==> src/rtl/adder_tree_pkg.sv <==
// Shared definitions for the adder-tree operand loader.
//   loader_state_e : loader FSM states (FILL collects words, SUM captures the
//                    tree output, HOLD presents the sum until it is taken).
//   sum_width()    : bits needed for an unsigned sum of 2*tree words of
//                    data bits each; wide enough that the sum never wraps.
package adder_tree_pkg;

  typedef enum logic [1:0] {
    ST_FILL = 2'd0,
    ST_SUM  = 2'd1,
    ST_HOLD = 2'd2
  } loader_state_e;

  function automatic int sum_width(input int tree, input int data);
    return data + $clog2(tree) + 1;
  endfunction

endpackage

==> src/rtl/adder_tree2n.sv <==
// Combinational reduction tree over two packed operand vectors.
// Each lane pair a[i] + b[i] forms a leaf; leaves are then summed pairwise,
// level by level, to a single root.
// Ports:
//   a, b : TREE_SIZE lanes of DATA_SIZE unsigned bits each (lane 0 in LSBs)
//   sum  : zero-extended total of all 2*TREE_SIZE lanes, SUM_W bits
module adder_tree2n #(
  parameter int TREE_SIZE = 8,
  parameter int DATA_SIZE = 8,
  parameter int SUM_W     = 12
) (
  input  logic [TREE_SIZE*DATA_SIZE-1:0] a,
  input  logic [TREE_SIZE*DATA_SIZE-1:0] b,
  output logic [SUM_W-1:0]               sum
);

  // Heap-ordered node storage: node 0 is the root, node i has children
  // 2i+1 and 2i+2, and the last TREE_SIZE entries are the leaves. Kept local
  // to one procedural block so every node is written before it is read.
  always_comb begin : tree
    logic [SUM_W-1:0] node [0:2*TREE_SIZE-2];
    for (int i = 0; i < TREE_SIZE; i++) begin
      node[TREE_SIZE-1+i] = SUM_W'(a[i*DATA_SIZE +: DATA_SIZE])
                          + SUM_W'(b[i*DATA_SIZE +: DATA_SIZE]);
    end
    for (int i = TREE_SIZE-2; i >= 0; i--) begin
      node[i] = node[2*i+1] + node[2*i+2];
    end
    sum = node[0];
  end

endmodule

==> src/rtl/adder_tree_loader.sv <==
// Operand-side driver for adder_tree2n.
// Collects 2*TREE_SIZE unsigned words from a serial stream, packs them into
// the tree's A/B lane registers, registers the tree sum and offers it on an
// output stream.
//
// Handshake: a transfer happens on a rising clk edge where valid and ready
// are both 1 (input side: in_valid & in_ready, output side: out_valid &
// out_ready). in_data is only sampled on such an edge; in_valid while
// in_ready=0 has no effect. out_sum/out_valid stay stable until taken.
//
// Ports:
//   clk, rst_n  : clock (rising edge), asynchronous active-low reset
//   in_data     : operand word, DATA_SIZE bits
//   in_valid    : in_data valid
//   in_ready    : loader can accept a word (registered)
//   out_sum     : registered frame sum, SUM_W bits
//   out_valid   : out_sum valid
//   out_ready   : consumer takes out_sum
//   flush       : present only when ADDER_TREE_LOADER_FLUSH_EN is defined;
//                 closes a partial frame, missing slots count as 0
//
// Build option: ADDER_TREE_LOADER_FLUSH_EN adds the flush port. Without it
// only complete frames produce a sum.
//
// Debug: the FSM state is held in the 'state' variable (loader_state_e).
module adder_tree_loader
  import adder_tree_pkg::*;
#(
  parameter  int TREE_SIZE = 8,
  parameter  int DATA_SIZE = 8,
  localparam int SUM_W     = sum_width(TREE_SIZE, DATA_SIZE)
) (
  input  logic                 clk,
  input  logic                 rst_n,
  input  logic [DATA_SIZE-1:0] in_data,
  input  logic                 in_valid,
  output logic                 in_ready,
  output logic [SUM_W-1:0]     out_sum,
  output logic                 out_valid,
  input  logic                 out_ready
`ifdef ADDER_TREE_LOADER_FLUSH_EN
  ,
  input  logic                 flush
`endif
);

  localparam int SLOT_W = $clog2(2*TREE_SIZE);
  localparam int LANE_W = SLOT_W - 1;
  localparam logic [SLOT_W-1:0] LAST_SLOT = SLOT_W'(2*TREE_SIZE-1);

  loader_state_e                 state;
  logic [SLOT_W-1:0]             slot;
  logic [TREE_SIZE*DATA_SIZE-1:0] a_reg;
  logic [TREE_SIZE*DATA_SIZE-1:0] b_reg;
  logic [SUM_W-1:0]              tree_sum;

  logic              beat;
  logic              close_frame;
  logic [LANE_W-1:0] lane;

  assign beat = in_valid & in_ready;
  // Slot MSB picks the operand vector, the remaining bits pick the lane.
  assign lane = slot[LANE_W-1:0];

`ifdef ADDER_TREE_LOADER_FLUSH_EN
  // A flush only closes a frame that holds at least one word, counting a
  // word arriving in the same cycle.
  assign close_frame = (beat && (slot == LAST_SLOT))
                     || (flush && (beat || (slot != '0)));
`else
  assign close_frame = beat && (slot == LAST_SLOT);
`endif

  adder_tree2n #(
    .TREE_SIZE (TREE_SIZE),
    .DATA_SIZE (DATA_SIZE),
    .SUM_W     (SUM_W)
  ) u_tree (
    .a   (a_reg),
    .b   (b_reg),
    .sum (tree_sum)
  );

  always_ff @(posedge clk or negedge rst_n) begin
    if (!rst_n) begin
      state     <= ST_FILL;
      slot      <= '0;
      a_reg     <= '0;
      b_reg     <= '0;
      out_sum   <= '0;
      out_valid <= 1'b0;
      in_ready  <= 1'b0;
    end else begin
      case (state)
        ST_FILL: begin
          in_ready <= 1'b1;
          if (beat) begin
            if (slot[SLOT_W-1]) begin
              b_reg[lane*DATA_SIZE +: DATA_SIZE] <= in_data;
            end else begin
              a_reg[lane*DATA_SIZE +: DATA_SIZE] <= in_data;
            end
            slot <= slot + SLOT_W'(1);
          end
          if (close_frame) begin
            slot     <= '0;
            in_ready <= 1'b0;
            state    <= ST_SUM;
          end
        end
        ST_SUM: begin
          // The final word landed on the edge that entered this state, so
          // the tree output is now complete.
          out_sum   <= tree_sum;
          out_valid <= 1'b1;
          state     <= ST_HOLD;
        end
        ST_HOLD: begin
          if (out_ready) begin
            out_valid <= 1'b0;
            a_reg     <= '0;
            b_reg     <= '0;
            in_ready  <= 1'b1;
            state     <= ST_FILL;
          end
        end
        default: begin
          state    <= ST_FILL;
          in_ready <= 1'b0;
        end
      endcase
    end
  end

endmodule

==> config.mk <==
export PLATFORM = sky130hd
export DESIGN_NAME = adder_tree_loader
export DESIGN_NICKNAME = d
export VERILOG_FILES = /design/src/rtl/adder_tree_pkg.sv /design/src/rtl/adder_tree2n.sv /design/src/rtl/adder_tree_loader.sv
export SDC_FILE = /design/constraint.sdc
export NUM_CORES = 1
export LEC_CHECK = 0
export ABC_AREA = 1
export CORE_ASPECT_RATIO = 0.6
export CORE_MARGIN = 4
export CORE_UTILIZATION = 50
export CTS_BUF_LIST = sky130_fd_sc_hd__clkbuf_2
export CTS_CLUSTER_DIAMETER = 60
export DETAILED_ROUTE_END_ITERATION = 6
export PLACE_DENSITY = 0.7
export SLEW_MARGIN = 10
export SYNTH_ARGS = -nofsm -noshare
export SYNTH_HDL_FRONTEND = slang
export SYNTH_SLANG_ARGS = --single-unit
==> constraint.sdc <==
create_clock -name clk -period 6 [get_ports clk]
set_input_delay 1.2 -clock clk [delete_from_list [all_inputs] [get_ports clk]]
set_output_delay 1.2 -clock clk [all_outputs]
set_load 0.03 [all_outputs]
# Yosys cells after proc, flatten, opt, wreduce, memory -nomap -nowiden
# Index checks and enable logic that the tools add are counted.
dict set report word_totals {
  ff_bits 148
  latch_bits 0
  ram_bits 0
  mem_bits_ro 0
  inputBits 12
  output_inout_bits 14
  word_cells 66
  memories 0
}
dict set report classes {
  add_sub_neg 17
  multipliers 0
  div 0
  order_cmp 0
  eq_ne 8
  n_shift 2
  mux 19
  bitwise 2
  reduce_logical 11
}
# cell n
set ops {}
lappend ops {{2-to-1 mux 64 bit} 5}
lappend ops {{one-hot mux 64 bit (2 select lines)} 2}
lappend ops {{bitwise mux 64 bit} 2}
lappend ops {{adder 12 bit} 7}
lappend ops {{adder 8 x 8 -> 9 bit} 8}
lappend ops {{variable shift 8 x 34 -> 64 bit (first input constant)} 1}
lappend ops {{variable part select 8 x 34 -> 64 bit} 1}
lappend ops {{negator 6 -> 34 bit} 1}
lappend ops {{inequality test 2 bit (second input constant)} 5}
lappend ops {{2-to-1 mux 4 bit} 2}
lappend ops {{AND reduction 2 bit} 4}
lappend ops {{AND reduction 4 bit} 2}
lappend ops {{one-hot mux 2 bit (3 select lines)} 1}
lappend ops {{nonzero test 2 bit} 3}
lappend ops {{adder 4 x 1 -> 4 bit (second input constant)} 1}
lappend ops {{equality test 4 bit (second input constant)} 1}
lappend ops {{2-to-1 mux 2 bit} 2}
lappend ops {{2-to-1 mux 1 bit} 3}
lappend ops {{one-hot mux 1 bit (3 select lines)} 1}
lappend ops {{equality test 2 x 1 -> 1 bit (second input constant)} 1}
lappend ops {{equality test 2 bit (second input constant)} 1}
lappend ops {{logical NOT 2 bit} 1}
lappend ops {{one-hot mux 1 bit (2 select lines)} 1}
lappend ops {{AND 1 bit} 1}
lappend ops {{2 further kinds} 2}

# Longest topological paths before layout
# Gate-level depths: netlist (run 1).
dict set report logic_depth {
  word_depth 6
  mapped_depth 23
  ltp_nobuf 23
}

# Hierarchy
# A second synthesis (run 1) with hierarchy kept.
dict set report unflattened {
  cells_unflattened 1201
  hier_area_um2 9950.8
}
# mod instances cells_each area_per_inst_um2 seq_area_each_um2
set by_module_without_submodules {}
lappend by_module_without_submodules {adder_tree_loader 1 765 6286.0 3703.6}
lappend by_module_without_submodules {adder_tree2n 1 436 3664.8 0.0}

# Worst setup path before layout (run 1)
# OpenSTA, ideal clock, no wires.
dict set report synth_timing {
  path_type {reg2reg}
  start {register a_reg[56]}
  end {register out_sum[9]}
  setup_ns 0.118
  arrival_time_ns 4.457
  required_ns 5.882
  slack_ns 1.426
  stages_incl_launch_ff 21
  n_path_buf 0
  synth_period_minus_slack_ns 4.574
  path_cell_list {dfrtp_1 -> ha_1 -> inv_1 -> fa_1 -> o21ai_0 -> nand2_1 -> nand2_1 -> xor2_1 -> fa_1 -> fa_1 -> fa_1 -> inv_1 -> fa_1 -> inv_1 -> ha_1 -> nand2_1 -> nand2_1 -> a21oi_1 -> nand3_1 -> nand3_1 -> nand2_1}
}
dict set report synth_between {
  elab_chain_len 4
}
# item line_no
set synth_rtl {}
lappend synth_rtl {{from (decl)} adder_tree_loader.sv:53} ;# logic [TREE_SIZE*DATA_SIZE-1:0] a_reg;
lappend synth_rtl {{from (signal, indexed assignment)} adder_tree_loader.sv:101} ;# a_reg[lane*DATA_SIZE +: DATA_SIZE] <= in_data;
lappend synth_rtl {{adder 8 x 8 -> 9 bit} adder_tree2n.sv:24} ;# + SUM_W'(b[i*DATA_SIZE +: DATA_SIZE]);
lappend synth_rtl {{adder 12 bit (3 in series)} adder_tree2n.sv:27} ;# node[i] = node[2*i+1] + node[2*i+2];
lappend synth_rtl {{to (signal assigned)} adder_tree_loader.sv:114} ;# out_sum <= tree_sum;
lappend synth_rtl {{to (decl)} adder_tree_loader.sv:38} ;# output logic [SUM_W-1:0] out_sum,
# No other way between the ends.
# A chain may end at the register's enable or synchronous reset.

# Final worst setup path (run 1)
dict set report layout_timing {
  start {register b_reg[56]}
  end {register out_sum[9]}
}
dict set report layout_between {
  elab_chain_len 4
}
# item line_no
set layout_rtl {}
lappend layout_rtl {{from (decl)} adder_tree_loader.sv:54} ;# logic [TREE_SIZE*DATA_SIZE-1:0] b_reg;
lappend layout_rtl {{from (signal, indexed assignment)} adder_tree_loader.sv:99} ;# b_reg[lane*DATA_SIZE +: DATA_SIZE] <= in_data;
lappend layout_rtl {{adder 8 x 8 -> 9 bit} adder_tree2n.sv:24}
lappend layout_rtl {{adder 12 bit (3 in series)} adder_tree2n.sv:27}
# No other way between the ends.

==> results of run 1 <==
## routing by layer
metal	wire length, um	part of all wire	global-route usage
met5	0	0	0
met1	13900	0.50	0.381
met4	359	0.013	0.0485
met2	10800	0.39	0.333
met3	2950	0.11	0.0966
## worst max path at each step
stage                               start  cells after the start                endpoint
finish              b_reg[56]$_DFFE_PN0P_                     20  out_sum[9]$_DFFE_PN0P_
global route        b_reg[56]$_DFFE_PN0P_                     21  out_sum[9]$_DFFE_PN0P_
CTS                 b_reg[56]$_DFFE_PN0P_                     20  out_sum[9]$_DFFE_PN0P_
detailed placement  a_reg[56]$_DFFE_PN0P_                     20  out_sum[9]$_DFFE_PN0P_
global placement    a_reg[56]$_DFFE_PN0P_                     20  out_sum[9]$_DFFE_PN0P_
floorplan           a_reg[56]$_DFFE_PN0P_                     20  out_sum[9]$_DFFE_PN0P_
## synthesized netlist by cell type (2+ instances only)
cell	n	share of area
nor2_2	2	0.0012
o21a_1	7	0.0049
xor2_1	22	0.018
clkinv_1	2	0.00070
o21ai_0	11	0.0052
nand3_1	79	0.037
nand2_4	7	0.0074
buf_2	13	0.0061
xnor2_1	17	0.014
inv_1	163	0.057
dfrtp_1	148	0.35
clkbuf_1	2	0.00070
fa_1	61	0.11
o211ai_1	2	0.0014
nor3_1	5	0.0023
nand3b_1	6	0.0042
or2_2	6	0.0035
nand2_1	554	0.19
ha_1	79	0.093
a21o_1	2	0.0014
nand4_1	24	0.014
nor2_1	84	0.030
a21oi_1	51	0.024
buf_4	3	0.0021
inv_2	4	0.0014
nand2_2	10	0.0059
## worst register-to-register path, cell delays in order, from the launching register on
cell	delay, ns
dfrtp_1	0.40
ha_1	0.16
inv_1	0.06
fa_1	0.40
o21ai_0	0.36
nand2_1	0.10
nand2_1	0.09
xor2_1	0.21
fa_1	0.46
fa_1	0.52
fa_1	0.55
inv_1	0.05
fa_1	0.54
inv_1	0.05
ha_1	0.35
nand2_1	0.09
nand2_1	0.07
a21oi_1	0.16
nand3_1	0.09
nand3_1	0.08
nand2_1	0.06
## through the flow
stage / instance area, um2 / hold slack, ns / std cells / worst slack, ns
floorplan: 10700 / 0.446 / 1374 / 1.43
global placement: 11200 / 0.459 / 1665 / 1.22
detailed placement: 11200 / 0.462 / 1665 / 1.12
CTS: 11400 / 0.208 / 1697 / 1.12
global route: 11400 / 0.207 / 1697 / 0.759
finish: 11400 / 0.262 / 1697 / 1.09
## layout make-up
class                           count  share of cell area
Inverter                          169              0.0556
Multi-Input combinational cell   1037               0.546
Clock buffer                       21             0.00922
Tap cell                          279              0.0306
Clock inverter                     11             0.00560
Timing Repair Buffer               32              0.0278
Sequential cell                   148               0.325
## logic make-up after synthesis
group	synth area share
compound gates	0.0403
xor+xnor	0.0320
fa+ha+maj	0.207
buf+inv	0.0708
flops	0.347
simple gates	0.303
==> results by group, run 1 <==
Critical path
  • Critical Path Source Type: flop
  • CP Capture Type: flop
  • WP buf/inv: 3
  • Reg2reg path depth: 20
  • Worst stage delay on the critical path: 0.55 ns
  • Crit Path Category: flop to flop
  • Top Family by Delay on Critical Path: adder cells
  • Largest fanout on the critical path: 4
  • Slowest-stage cell, CP: fa_1
  • R2R Setup Slk: around 1.1 ns
  • Worst EP arrival: ~5.6 ns
  • Reg2reg end: out_sum[9]$_DFFE_PN0P_
  • Worst r2r src: b_reg[56]$_DFFE_PN0P_
  • Required time of the critical path: between 6 and 7 ns
  • Worst path cell trace: ha_1 > inv_1 > fa_1 > o21ai_0 > nand2_1 > nand2_1 > xor2_1 > fa_1 > fa_1 > fa_1 > inv_1 > fa_1 > inv_1 > ha_1 > nand2_1 > nand2_1 > a21oi_1 > nand3_1 > nand3_1 > nand2_1

Clock tree
  • Maximum root-to-sink buffer count: 2
  • Skew-Pair Late Insertion Delay: 0.77 ns
  • Num Clock Sinks: 148
  • H-tree depth: 4
  • CTS buffer count: 17
  • Post-CTS Setup Inserts: 0
  • CTS tree: yes
  • Hold buffers post-CTS: 0
  • Clock Tree Root: clkbuf_2
  • Post-CTS resize count: 0
  • Worst-path clk slew: 0.23 ns

Cells and area
  • Layout cells sized above 1: 0.0494
  • Fin nets: 1557
  • Most common cell after layout, fill and taps aside: nand2_1
  • Filler cells: 2021
  • Ant. Diodes: 0
  • Area Growth Syn to Fin: 6.78%
  • Most frequent cells in the layout: 554 x nand2_1, 163 x inv_1, 148 x dfrtp_1
  • Utilization after layout: 0.544
  • Reg area: 3700 um2
  • Area used by multi-input combinational logic: 6230 um2

STA
  • Clk_skew: 0.0312 ns
  • # setup viols final: 0
  • Max Slew Vio Count: 0
  • Actual slew at the worst max-slew pin: 0.963 ns
  • Period utilization: 0.819
  • Hold Vio Cnt, Final: 0
  • Achievable Freq: 204 MHz
  • Worst slew margin: 0.356
  • Setup tns final: 0 ns
  • Unrepaired setup endpoints after global routing: no
  • Tmin final: 4.91 ns

Global routing
  • Vias in the first global route: roughly 8600
  • Initial antenna violation count: 0
  • First-pass GRT wire length: roughly 46000 um
  • GRT Util Overall: 0.249
  • Largest net degree at the start of global routing: 64
  • Gr ovfl total: 0

Logic synthesis
  • Post-synthesis sequential area ratio: 0.347
  • EDFF count, synth: 0
  • Cell variety after synth: 36
  • Post-Syn Instances: 1374
  • #FFs+latches synth: around 150
  • Synthesized area per cell: 7.77 um2
  • Synth warn: 0
  • Async set-reset flop share out of synthesis: 1.00
  • Synth Cell Area: 10700 um2
  • Ys flop type: dfrtp_1
  • Syn nets: 1526

Placed design
  • GP Congestion: ~0.94
  • HPWL reported at the end of detailed placement: 22000 um
  • PortBufs: 25

Floorplan
  • Die Wd: roughly 200 um
  • Die ar.: 23800 um2
  • Core area: approximately 21000 um2
  • # IOs: 26
  • Row Count: 41
  • Chip Height: approximately 120 um
  • Initial Utilization: 0.509

Job
  • Max cap viols: 0

Routing
  • Initial DRC count: 655
  • Iteration count of the initial detailed-routing pass: 7
  • Vias per Instance: 5.20
  • DRT antenna net count: 0
  • WL per Instance: between 15 and 20 um
  • Vias: 8822
  • Residual DRC: 0
  • DRT Wirelength: 27900 um

Outcome
  • Status: complete, no violations

Worst hold path
  • Hold Path Class: input port to asynchronous set/reset pin
Power of run 1 is not shown: default switching activity piles up to over one toggle a cycle in this logic, so the estimate is an artifact.
==> run 2: changes to the inputs <==
clock period = 4.65 ns   (was 6 ns; I/O delays follow)
==> results by group, run 2 (synthesized netlist as in run 1, its figures left out) <==
Cells and area
  • Non-Filler Cell Area, Final: 12300 um2 (was 11400 um2)
  • Reg area: 3700 um2 (unchanged)
  • Ant. Diodes: 0 (unchanged)
  • Layout cells sized above 1: 0.145 (was 0.0494)
  • Area Growth Syn to Fin: 15.4% (was 6.78%)
  • Most common cell after layout, fill and taps aside: nand2_1 (unchanged)
  • Most frequent cells in the layout: 539 x nand2_1, 153 x inv_1, 148 x dfrtp_1 (was 554 x nand2_1, 163 x inv_1, 148 x dfrtp_1)
  • Area used by multi-input combinational logic: 6690 um2 (was 6230 um2)
  • Utilization after layout: 0.588 (was 0.544)
  • Filler cells: 1896 (was 2021)
  • Fin nets: 1604 (was 1557)

Critical path
  • Crit Path Category: flop to flop (unchanged)
  • Slowest-stage cell, CP: fa_1 (unchanged)
  • Top Family by Delay on Critical Path: adder cells (unchanged)
  • Largest fanout on the critical path: 3 (was 4)
  • CP dominant cell by count: fa_1
  • CP Capture Type: flop (unchanged)
  • Required time of the critical path: 5.35 ns (was 6.69 ns)
  • WP buf/inv: 5 (was 3)
  • Worst path cell trace: ha_2 > fa_2 > xnor2_2 > fa_1 > inv_2 > fa_1 > inv_1 > fa_1 > fa_1 > inv_1 > ha_2 > inv_2 > fa_2 > inv_2 > nand3_2 > nand2_4 > nand2_2 > nand2_1 > nand2_1 > nand3_1 > nand2_1 (was ha_1 > inv_1 > fa_1 > o21ai_0 > nand2_1 > nand2_1 > xor2_1 > fa_1 > fa_1 > fa_1 > inv_1 > fa_1 > inv_1 > ha_1 > nand2_1 > nand2_1 > a21oi_1 > nand3_1 > nand3_1 > nand2_1)
  • Critical Path Source Type: flop (unchanged)
  • Worst stage delay on the critical path: 0.55 ns (about the same)
  • Worst EP arrival: 5.29 ns (was 5.60 ns)

Clock tree
  • CTS buffer count: 17 (unchanged)
  • CTS tree: yes (unchanged)
  • Worst-path clk slew: 0.23 ns (about the same)
  • Clock Tree Root: clkbuf_2 (unchanged)
  • Skew-Pair Late Insertion Delay: 0.78 ns (was 0.77 ns)
  • H-tree depth: 4 (unchanged)
  • Num Clock Sinks: 148 (unchanged)
  • Maximum root-to-sink buffer count: 2 (unchanged)

Floorplan
  • Chip Height: 121 um (unchanged)
  • Core area: 21000 um2 (unchanged)
  • Die Wd: 197 um (unchanged)
  • Initial Utilization: 0.509 (unchanged)
  • # IOs: 26 (unchanged)
  • Row Count: 41 (unchanged)
  • Die ar.: 23800 um2 (unchanged)

Routing
  • WL per Instance: 16.9 um (was 16.5 um)
  • DRT antenna net count: 0 (unchanged)
  • Initial DRC count: 903 (was 655)
  • Residual DRC: 0 (unchanged)
  • Iteration count of the initial detailed-routing pass: 5 (was 7)
  • DRT Wirelength: 29500 um (was 27900 um)
  • Vias: 9191 (was 8822)
  • Vias per Instance: 5.27 (was 5.20)

Global routing
  • GRT Util Overall: 0.254 (was 0.249)
  • Largest net degree at the start of global routing: 103 (was 64)
  • Vias in the first global route: 8639 (was 8607)
  • First-pass GRT wire length: 47000 um (was 45900 um)
  • Initial antenna violation count: 0 (unchanged)
  • Gr ovfl total: 0 (unchanged)

Placed design
  • PortBufs: 25 (unchanged)
  • HPWL reported at the end of detailed placement: 21900 um (was 22000 um)
  • Area after DPL: 11500 um2 (was 11200 um2)
  • GP Congestion: 0.937 (was 0.939)

STA
  • Clk_skew: 0.0345 ns (was 0.0312 ns)
  • # setup viols final: 0 (unchanged)
  • Actual slew at the worst max-slew pin: 1.00 ns (was 0.963 ns)
  • Hold Vio Cnt, Final: 0 (unchanged)
  • Worst slew margin: 0.333 (was 0.356)
  • Unrepaired setup endpoints after global routing: yes (was no)
  • Achievable Freq: 218 MHz (was 204 MHz)
  • Period utilization: 0.986 (was 0.819)
  • Hold slack: 0.163 ns (was 0.262 ns)
  • Tmin final: 4.58 ns (was 4.91 ns)
  • Max Slew Vio Count: 0 (unchanged)

Job
  • Max cap viols: 0 (unchanged)

Outcome
  • Status: complete, no violations (unchanged)

Worst hold path
  • Hold Path Class: input port to asynchronous set/reset pin (unchanged)
## run 2: changes by cell type in the layout (fill, tap and decap cells not counted), sizes merged
cell      before  now
buf            8   55
bufinv         0    4
clkinvlp       4    1
clkbuf        21   19
clkinv         9    8
inv          167  168
## run 2: per-layer routing
layer,wire (um),GRT usage,share of wire
met4,372,0.0416,0.013
met3,2790,0.0794,0.095
met2,12100,0.350,0.41
met1,14300,0.397,0.48
met5,0,0,0
## run 2: final timing paths
| kind | start | end | slack (ns) | depth (start not counted) |
|---|---|---|---|---|
| max reg2reg | a_reg[32]$_DFFE_PN0P_ | out_sum[10]$_DFFE_PN0P_ | 0.07 | 21 |
| max in group asynchronous | rst_n | out_valid$_DFFE_PN0P_ | 3.50 | 2 |
| max | a_reg[32]$_DFFE_PN0P_ | out_sum[10]$_DFFE_PN0P_ | 0.07 | 21 |
| min in group clk | out_valid$_DFFE_PN0P_ | out_valid$_DFFE_PN0P_ | 0.50 | 2 |
| min | rst_n | a_reg[53]$_DFFE_PN0P_ | 0.16 | 1 |
| min reg2reg | out_valid$_DFFE_PN0P_ | out_valid$_DFFE_PN0P_ | 0.50 | 2 |
## run 2: through the flow
stage / worst slack [ns] / setup TNS, ns / std cells
2_1_floorplan: 0.0755 / 0 / 1374
3_5_place_dp: -0.168 / -0.999 / 1696
3_3_place_gp: -0.0926 / -0.361 / 1696
6_report: 0.0650 / 0 / 1743
5_1_grt: -0.134 / -0.482 / 1743
4_1_cts: 0.00870 / 0 / 1729
## run 2: layout make-up
type / count / area share
inverter: 169 / 0.0515
timing repair buffer: 79 / 0.0546
clock buffer: 19 / 0.00771
clock inverter: 12 / 0.0147
multi-input combinational: 1037 / 0.543
tap: 279 / 0.0283
sequential: 148 / 0.300
## run 2: repair_timing
action / in CTS / in global routing
pin swaps: 8 / 53
setup buffers: 2 / 15
gates resized for setup: 30 / 75
setup endpoints to repair: 7 / 7
hold buffers: 0 / 0
Power of run 2 is left out for the same reason.
==> run 3: changes to the inputs <==
CAP_MARGIN = 10   (was unset)
==> results of run 3 <==
No change in the layout: final DEF, timing and power equal those of run 2.
Power of run 3 is left out for the same reason.
